==> src/rtl/writeback_arbiter.sv <==
// Writeback front end: merges ALU and load results into a small FIFO, drains one
// entry per cycle onto the register-file write port and tracks pending destinations.
module writeback_arbiter #(
    parameter int DATA_WIDTH = 32,
    parameter int ADDR_WIDTH = 5,
    parameter int FIFO_DEPTH = 4
) (
    input  logic                               clk,
    input  logic                               rst,
    input  logic                               alu_valid,
    input  logic [ADDR_WIDTH-1:0]              alu_rd,
    input  logic [DATA_WIDTH-1:0]              alu_data,
    output logic                               alu_ready,
    input  logic                               mem_valid,
    input  logic [ADDR_WIDTH-1:0]              mem_rd,
    input  logic [DATA_WIDTH-1:0]              mem_data,
    output logic                               mem_ready,
    input  logic                               issue_valid,
    input  logic [ADDR_WIDTH-1:0]              issue_rd,
    output logic                               rf_we,
    output logic [ADDR_WIDTH-1:0]              rf_rd,
    output logic [DATA_WIDTH-1:0]              rf_data,
    output logic [(1<<ADDR_WIDTH)-1:0]         busy,
    output logic [$clog2(FIFO_DEPTH+1)-1:0]    fifo_count
);

    localparam int PTR_W = $clog2(FIFO_DEPTH);
    localparam int CNT_W = $clog2(FIFO_DEPTH + 1);
    localparam int NREG  = 1 << ADDR_WIDTH;

    logic [ADDR_WIDTH-1:0] r_rd_mem   [FIFO_DEPTH];
    logic [DATA_WIDTH-1:0] r_data_mem [FIFO_DEPTH];
    logic [PTR_W-1:0]      r_wptr;
    logic [PTR_W-1:0]      r_rptr;
    logic [CNT_W-1:0]      r_count;
    logic                  r_rf_we;
    logic [ADDR_WIDTH-1:0] r_rf_rd;
    logic [DATA_WIDTH-1:0] r_rf_data;
    logic [NREG-1:0]       r_busy;

    logic                  w_full;
    logic                  w_empty;
    logic                  w_push_mem;
    logic                  w_push_alu;
    logic                  w_push;
    logic                  w_pop;
    logic [ADDR_WIDTH-1:0] w_push_rd;
    logic [DATA_WIDTH-1:0] w_push_data;
    logic [ADDR_WIDTH-1:0] w_head_rd;
    logic [DATA_WIDTH-1:0] w_head_data;
    logic                  w_head_live;
    logic [NREG-1:0]       w_busy_nxt;

    // Fullness is taken from registered occupancy, so a same-cycle pop never frees a slot.
    assign w_full   = (r_count == CNT_W'(FIFO_DEPTH));
    assign w_empty  = (r_count == '0);

    assign mem_ready = !w_full;
    assign alu_ready = !w_full && !mem_valid;

    assign w_push_mem  = mem_valid && !w_full;
    assign w_push_alu  = alu_valid && alu_ready;
    assign w_push      = w_push_mem || w_push_alu;
    assign w_push_rd   = w_push_mem ? mem_rd   : alu_rd;
    assign w_push_data = w_push_mem ? mem_data : alu_data;

    assign w_pop       = !w_empty;
    assign w_head_rd   = r_rd_mem[r_rptr];
    assign w_head_data = r_data_mem[r_rptr];
    assign w_head_live = (w_head_rd != '0);

    // Buffer storage carries no reset; occupancy alone says which slots are valid.
    always_ff @(posedge clk) begin
        if (w_push) begin
            r_rd_mem[r_wptr]   <= w_push_rd;
            r_data_mem[r_wptr] <= w_push_data;
        end
    end

    always_ff @(posedge clk or posedge rst) begin
        if (rst) begin
            r_wptr  <= '0;
            r_rptr  <= '0;
            r_count <= '0;
        end else begin
            if (w_push) begin
                r_wptr <= r_wptr + PTR_W'(1);
            end
            if (w_pop) begin
                r_rptr <= r_rptr + PTR_W'(1);
            end
            case ({w_push, w_pop})
                2'b10:   r_count <= r_count + CNT_W'(1);
                2'b01:   r_count <= r_count - CNT_W'(1);
                default: r_count <= r_count;
            endcase
        end
    end

    // Write port: an entry targeting x0 still drains but never asserts the enable.
    always_ff @(posedge clk or posedge rst) begin
        if (rst) begin
            r_rf_we   <= 1'b0;
            r_rf_rd   <= '0;
            r_rf_data <= '0;
        end else begin
            r_rf_we <= w_pop && w_head_live;
            if (w_pop) begin
                r_rf_rd   <= w_head_rd;
                r_rf_data <= w_head_data;
            end
        end
    end

    // Clear on drain first, then set on issue, so a same-edge issue keeps the bit set.
    always_comb begin
        w_busy_nxt = r_busy;
        if (w_pop && w_head_live) begin
            w_busy_nxt[w_head_rd] = 1'b0;
        end
        if (issue_valid && (issue_rd != '0)) begin
            w_busy_nxt[issue_rd] = 1'b1;
        end
        w_busy_nxt[0] = 1'b0;
    end

    always_ff @(posedge clk or posedge rst) begin
        if (rst) begin
            r_busy <= '0;
        end else begin
            r_busy <= w_busy_nxt;
        end
    end

    assign rf_we      = r_rf_we;
    assign rf_rd      = r_rf_rd;
    assign rf_data    = r_rf_data;
    assign busy       = r_busy;
    assign fifo_count = r_count;

endmodule

==> config.mk <==
export PLATFORM = sky130hd
export DESIGN_NAME = writeback_arbiter
export DESIGN_NICKNAME = d
export VERILOG_FILES = /design/src/rtl/writeback_arbiter.sv
export SDC_FILE = /design/constraint.sdc
export NUM_CORES = 1
export LEC_CHECK = 0
export ABC_AREA = 0
export CAP_MARGIN = 20
export CORE_ASPECT_RATIO = 1.4
export CORE_UTILIZATION = 53
export DETAILED_ROUTE_END_ITERATION = 6
export PLACE_DENSITY_LB_ADDON = 0.15
export SETUP_SLACK_MARGIN = 0.4
export SYNTH_ARGS = -nofsm -noshare
export SYNTH_HDL_FRONTEND = slang
export SYNTH_SLANG_ARGS = --single-unit
export TNS_END_PERCENT = 30
==> constraint.sdc <==
create_clock -name clk -period 3.2 [get_ports clk]
set_input_delay 0.64 -clock clk [delete_from_list [all_inputs] [get_ports clk]]
set_output_delay 0.64 -clock clk [all_outputs]
set_load 0.03 [all_outputs]
==> summary.md, run 1 <==
| Metric | Value |
|---|---|
| Status | `completed` |
| Die X | `114 um` |
| Post-CTS Resized | `0` |
| NumNets Final | `882` |
| # H-tree levels | `1` |
| Final Non-Filler Cells | `1,040` |
| DP HPWL | `13.4 mm` |
| Worst Max-Slew Pin Slew | `671 ps` |
| EDFF count, synth | `148` |
| Final slew viol count | `0` |
| Total GRT Usage | `23.1%` |
| Cells along the critical path | `clkdlybuf4s50_1 > a21oi_1 > clkdlybuf4s50_1` |
| GR Overflow Total | `0` |
| Top_reg_cell synth | `edfxtp_1` |
| Period utilization | `80.0%` |
| Fill cells | `1,180` |
| Skew-Pair Late Insertion Delay | `490 ps` |
| # Max-Cap Violations | `0` |
| Initial antenna violation count | `0` |
| Setup repair bufs after CTS | `0` |
| Post-synth top area cell | `edfxtp_1` |
| CP required | `2560 ps` |
| CP max stage cell | `clkdlybuf4s50_1` |
| Hold-fix buffers, CTS | `0` |
| I/O pin total | `159` |
| Crit path max fanout | `3` |
| Final critical-path setup slack | `640 ps` |
| Syn Inst Count | `621` |
| PortBufs | `157` |
| Register area | `0.00635 sq mm` |
| Cell row count | `56` |
| TritonCTS Buffers | `22` |
| Vias in the first global route | `6,132` |
| Antenna viol nets, final | `0` |
| RSZ-0062 raised after global routing | `false` |
| Max Fclk | `0.391 GHz` |
| Clk root buf | `clkbuf_16` |
| CP max stage delay | `680 ps` |
| Synth unique cells | `45` |
| Synth top area share | `48.1%` |
| Flops & latches, synth | `224` |
| Startpoint Class | `input pin` |
| DRT Pass-1 Iters | `5` |
| Worst hold margin | `468 ps` |
| Starting Density | `54.7%` |
| Seq/Total Area, Yosys | `68.7%` |
| Final Hold Vio Count | `0` |
| Routability cong. | `0.913` |
| Total number of vias | `5,745` |
| Mapped cell area | `0.00924 sq mm` |
| Max Buffers Root-to-Sink | `3` |
| Worst-path clk slew | `60 ps` |
| Layout area overhead | `28.2%` |
| Final setup TNS | `0 ps` |
| CP Capture Type | `output port` |
| Pleak | `4.66 nW` |
| Routed vias/inst | `5.52` |
| Die height | `158 um` |
| Crit path top cell by count | `clkdlybuf4s50_1` |
| Max Clock Skew | `6.03 ps` |
| Largest net degree at the start of global routing | `77` |
| PD cells | `1020 mW/mm^2` |
| Clk sink count | `224` |
| Worst endpoint data arrival time | `1920 ps` |
| Slew margin rel. | `55.2%` |
| Syn nets | `711` |
| Pwr Total | `12.1 mW` |
| WL per Instance | `19.1 um` |
| Die area | `0.0180 sq mm` |
| Area contributors post-synth | `edfxtp_1, dfrtp_1, mux4_2, nand2_1, mux2_2` |
| Diode count | `0` |
| Layout cells sized above 1 | `17.0%` |
| Total Wirelength | `19.9 mm` |
| Core area | `0.0169 sq mm` |
| Ys Warns | `0` |
| Synthesized area per cell | `14.9 sq um` |
| Multi-input gate area | `0.00265 sq mm` |
| Iter 0 DRT Violations | `424` |
| CTS tree | `done` |
| Final setup viols | `0` |
| Crit path kind | `in2out` |
| Ys async rst share | `33.9%` |
| Cell Count Post-Placement | `1,000` |
| Dpl ws | `602 ps` |
| First-pass GRT wire length | `31.5 mm` |
| Hold Path Class | `reg2reg` |
| Minimum clock period | `2560 ps` |
| Post-route DRC | `0` |
| VDD IR-drop max | `0.538 mV` |
-- cell type report --
class	instances	share of cell area [%]
Clock buffer	27	5.07
Sequential cell	224	53.6
Clock inverter	13	0.454
Timing Repair Buffer	173	14.8
Inverter	38	1.22
Multi-Input combinational cell	333	22.4
Tap cell	232	2.45
-- metal layers --
metal  part of all wire (%)  track usage (%)  up-vias
met2                     55             42.8      213
li1                       -                -     2607
met4                    3.3             9.96        0
met3                    4.3             2.64       48
met1                     38             27.0     2877
met5                      0                0        -
-- cell families (layout without fill, tap and decap cells) --
| family | after synthesis | after routing | share of synthesized area, % |
|---|---|---|---|
| AOI/OAI and AO/OA | 44 | 44 | 3.66 |
| xor gates and xnor gates | 6 | 6 | 0.569 |
| adders and majority gates | 6 | 6 | 0.894 |
| buffers and inverters | 64 | 251 | 2.75 |
| DFF | 224 | 224 | 68.7 |
| muxes | 79 | 79 | 14.0 |
| other | 1 | 1 | 0.0406 |
| and+or+nand+nor | 197 | 197 | 9.38 |
-- power by group --
group          leakage, nW  switching (mW)  internal (mW)
clock network        0.324            1.02           1.33
registers             2.18           0.525           4.28
logic                 2.16            2.81           2.12
total                 4.66            4.35           7.73
-- registers in the layout, indices dropped and copies added (netlist names) --
name,count
rf_rd,5
r_rd_mem,20
fifo_count,3
r_data_mem,128
busy,31
rf_data,32
r_wptr,2
r_rptr,2
rf_we,1
-- placed cells by master (no fill, tap or decap), types with 6 or more instances in the layout --
| cell | instances |
|---|---|
| edfxtp_1 | 148 |
| dfrtp_1 | 74 |
| nand3b_1 | 6 |
| clkinv_1 | 10 |
| buf_4 | 11 |
| mux2_2 | 41 |
| o221ai_1 | 14 |
| mux4_2 | 36 |
| o211ai_1 | 14 |
| clkbuf_16 | 23 |
| clkdlybuf4s50_1 | 157 |
| nand2_1 | 148 |
| inv_1 | 36 |
| nand3_1 | 8 |
| nor2_1 | 10 |
-- synthesized netlist by cell type, drive strengths merged (3+ instances only) --
| cell | n |
|---|---|
| a21oi | 5 |
| and2 | 5 |
| buf | 11 |
| clkbuf | 15 |
| dfrtp | 76 |
| edfxtp | 148 |
| ha | 5 |
| inv | 37 |
| mux2 | 41 |
| mux4 | 36 |
| nand2 | 149 |
| nand3 | 8 |
| nand3b | 6 |
| nor2 | 10 |
| nor4bb | 3 |
| o211ai | 14 |
| o221ai | 14 |
| or3 | 3 |
| or3b | 3 |
| xnor2 | 4 |
-- worst max-delay path, delay by kind of cell --
kind | cells | cell delay [ps]
buffers and inverters | 2 | 1140
AOI/OAI and AO/OA | 1 | 140
-- worst paths after layout --
kind	from	end	slack, ps	depth (start not counted)
max	mem_valid	alu_ready	640	3
min	rf_data[25]	rf_data[25]	470	2
max reg2reg	r_rptr[1]	busy[19]	810	4
min reg2reg	rf_data[25]	rf_data[25]	470	2
max in group asynchronous	rst	r_rptr[1]	2280	3
min in group asynchronous	rst	busy[6]	550	3
-- stage by stage --
step	util, %	cell area, sq um
CTS	70.1	11800
finish	70.1	11800
global route	70.1	11800
floorplan	-	9240
global placement	66.2	11200
detailed placement	66.2	11200
No activity file was read; power rests on OpenSTA's default activity.
==> run 2, diff against run 1 <==
--- a/config.mk
+++ b/config.mk
@@ -8,7 +8,7 @@
 export ABC_AREA = 0
 export CAP_MARGIN = 20
 export CORE_ASPECT_RATIO = 1.4
-export CORE_UTILIZATION = 53
+export CORE_UTILIZATION = 48
 export DETAILED_ROUTE_END_ITERATION = 6
 export PLACE_DENSITY_LB_ADDON = 0.15
 export SETUP_SLACK_MARGIN = 0.4
==> constraint.sdc (replaced) <==
create_clock -name clk -period 2.35 [get_ports clk]
set_input_delay 0.47 -clock clk [delete_from_list [all_inputs] [get_ports clk]]
set_output_delay 0.47 -clock clk [all_outputs]
set_load 0.03 [all_outputs]
==> summary.md, run 2 (synthesized netlist as in run 1, its figures left out) <==
| Metric | Value |
|---|---|
| Status | `completed` |
| Max Buffers Root-to-Sink | `3` |
| Layout area overhead | `32.3%` |
| Slew margin rel. | `50.7%` |
| Max reg flops | `128` |
| Pwr Total | `17.2 mW` |
| Max Fclk | `0.495 GHz` |
| Biggest register | `r_data_mem` |
| I/O pin total | `159` |
| Register area | `0.00635 sq mm` |
| First-pass GRT wire length | `32.2 mm` |
| Post-route DRC | `0` |
| Clk root buf | `clkbuf_16` |
| Commonest non-fill, non-tap cell in the layout | `edfxtp_1` |
| # H-tree levels | `1` |
| Die height | `166 um` |
| RSZ-0062 raised after global routing | `true` |
| Antenna viol nets, final | `0` |
| Initial antenna violation count | `0` |
| Hold-fix buffers, CTS | `0` |
| Startpoint Class | `flip-flop` |
| Hold Path Class | `in2async` |
| Total number of vias | `5,805` |
| Crit path kind | `reg2reg` |
| Worst Max-Slew Pin Slew | `729 ps` |
| Starting Density | `49.3%` |
| Die area | `0.0198 sq mm` |
| Worst hold margin | `353 ps` |
| Final setup viols | `0` |
| Pleak | `4.86 nW` |
| Cell Count Post-Placement | `1,026` |
| PortBufs | `157` |
| CTS tree | `done` |
| CP max stage delay | `580 ps` |
| Layout cells sized above 1 | `21.1%` |
| Worst R2R Start | `r_rptr[0]` |
| WL per Instance | `18.7 um` |
| Clk sink count | `224` |
| Minimum clock period | `2020 ps` |
| Final setup TNS | `0 ps` |
| Multi-input gate area | `0.00269 sq mm` |
| Diode count | `0` |
| Routed vias/inst | `5.41` |
| Final Non-Filler Cells | `1,073` |
| Crit path launch | `r_rptr[0]` |
| CP top delay family | `multiplexers` |
| TritonCTS Buffers | `21` |
| Core area | `0.0188 sq mm` |
| Iter 0 DRT Violations | `367` |
| CP required | `2730 ps` |
| Most frequent cells in the layout | `edfxtp_1, nand2_1, clkdlybuf4s50_1` |
| Die X | `119 um` |
| Total Wirelength | `20.1 mm` |
| Cells along the critical path | `mux4_2 > or3b_4 > a211o_1 > a32o_1` |
| CP Capture Type | `flip-flop` |
| NumNets Final | `904` |
| Routability cong. | `0.873` |
| Worst endpoint data arrival time | `2400 ps` |
| Total GRT Usage | `21.0%` |
| Largest net degree at the start of global routing | `44` |
| Post-layout util | `65.2%` |
| DRT Pass-1 Iters | `5` |
| DP HPWL | `13.7 mm` |
| Worst path bufs/invs | `0` |
| Period utilization | `86.0%` |
| VDD IR-drop max | `0.885 mV` |
| Worst-path clk slew | `60 ps` |
| Skew-Pair Late Insertion Delay | `500 ps` |
| Final Hold Vio Count | `0` |
| Final slew viol count | `0` |
| PD cells | `1400 mW/mm^2` |
| CP max stage cell | `mux4_2` |
| Vias in the first global route | `6,169` |
| Crit path max fanout | `6` |
| Fill cells | `1,388` |
| Cell row count | `59` |
| Max Clock Skew | `12.0 ps` |
| # Max-Cap Violations | `0` |
| GR Overflow Total | `0` |
[run 2: cell types whose count changed in the layout (fill, tap and decap cells not counted), sizes merged, moves of 5 or more]
cell	change
buf	+24
bufinv	+5
clkdlybuf4s50	-34
clkinv	-8
dlygate4sd2	+14
dlymetal6s2s	+18
[run 2: area by class of cell]
cell class                      count  share of cell area, %
Tap cell                          244                   2.50
Sequential cell                   224                   52.0
Clock inverter                     13                   1.58
Timing Repair Buffer              196                   16.2
Clock buffer                       25                   4.59
Multi-Input combinational cell    333                   22.0
Inverter                           38                   1.20
[run 2: per-stage QoR]
| step | instance area (sq um) | setup WS [ps] |
|---|---|---|
| 2_1_floorplan | 9250 | 95.5 |
| 3_3_place_gp | 11300 | 88.3 |
| 3_5_place_dp | 11300 | 43.7 |
| 4_1_cts | 12100 | 287 |
| 5_1_grt | 12200 | 258 |
| 6_report | 12200 | 328 |
[run 2: per-layer routing]
metal / global-route usage, % / wire length, um
met1: 25.2 / 7650
met2: 37.7 / 10800
met3: 3.47 / 1140
met4: 7.54 / 531
met5: 0 / 0
[run 2: path summary, 6_finish.rpt]
kind                                to  slack (ps)  cells past startpoint
max in group asynchronous    r_rptr[1]        1420                      3
hold / removal                busy[24]         350                      2
setup / recovery              busy[11]         330                      4
hold reg to reg            rf_data[16]         470                      2
setup reg to reg              busy[11]         330                      4
min in group clk           rf_data[16]         470                      2
[run 2: report_power, final]
part	total [mW]	internal [mW]	switching (mW)	leakage (nW)
Clock	3.65	2.25	1.40	0.367
Sequential	6.45	5.82	0.630	2.18
Combinational	7.05	3.05	4.00	2.32
[run 2: repair_timing]
action	4_1_cts	5_1_grt
gates resized for setup	26	27
endpoints found under the setup margin	87	79
endpoints found under the hold margin	0	0
pin swaps	4	2
buffers inserted	7	2
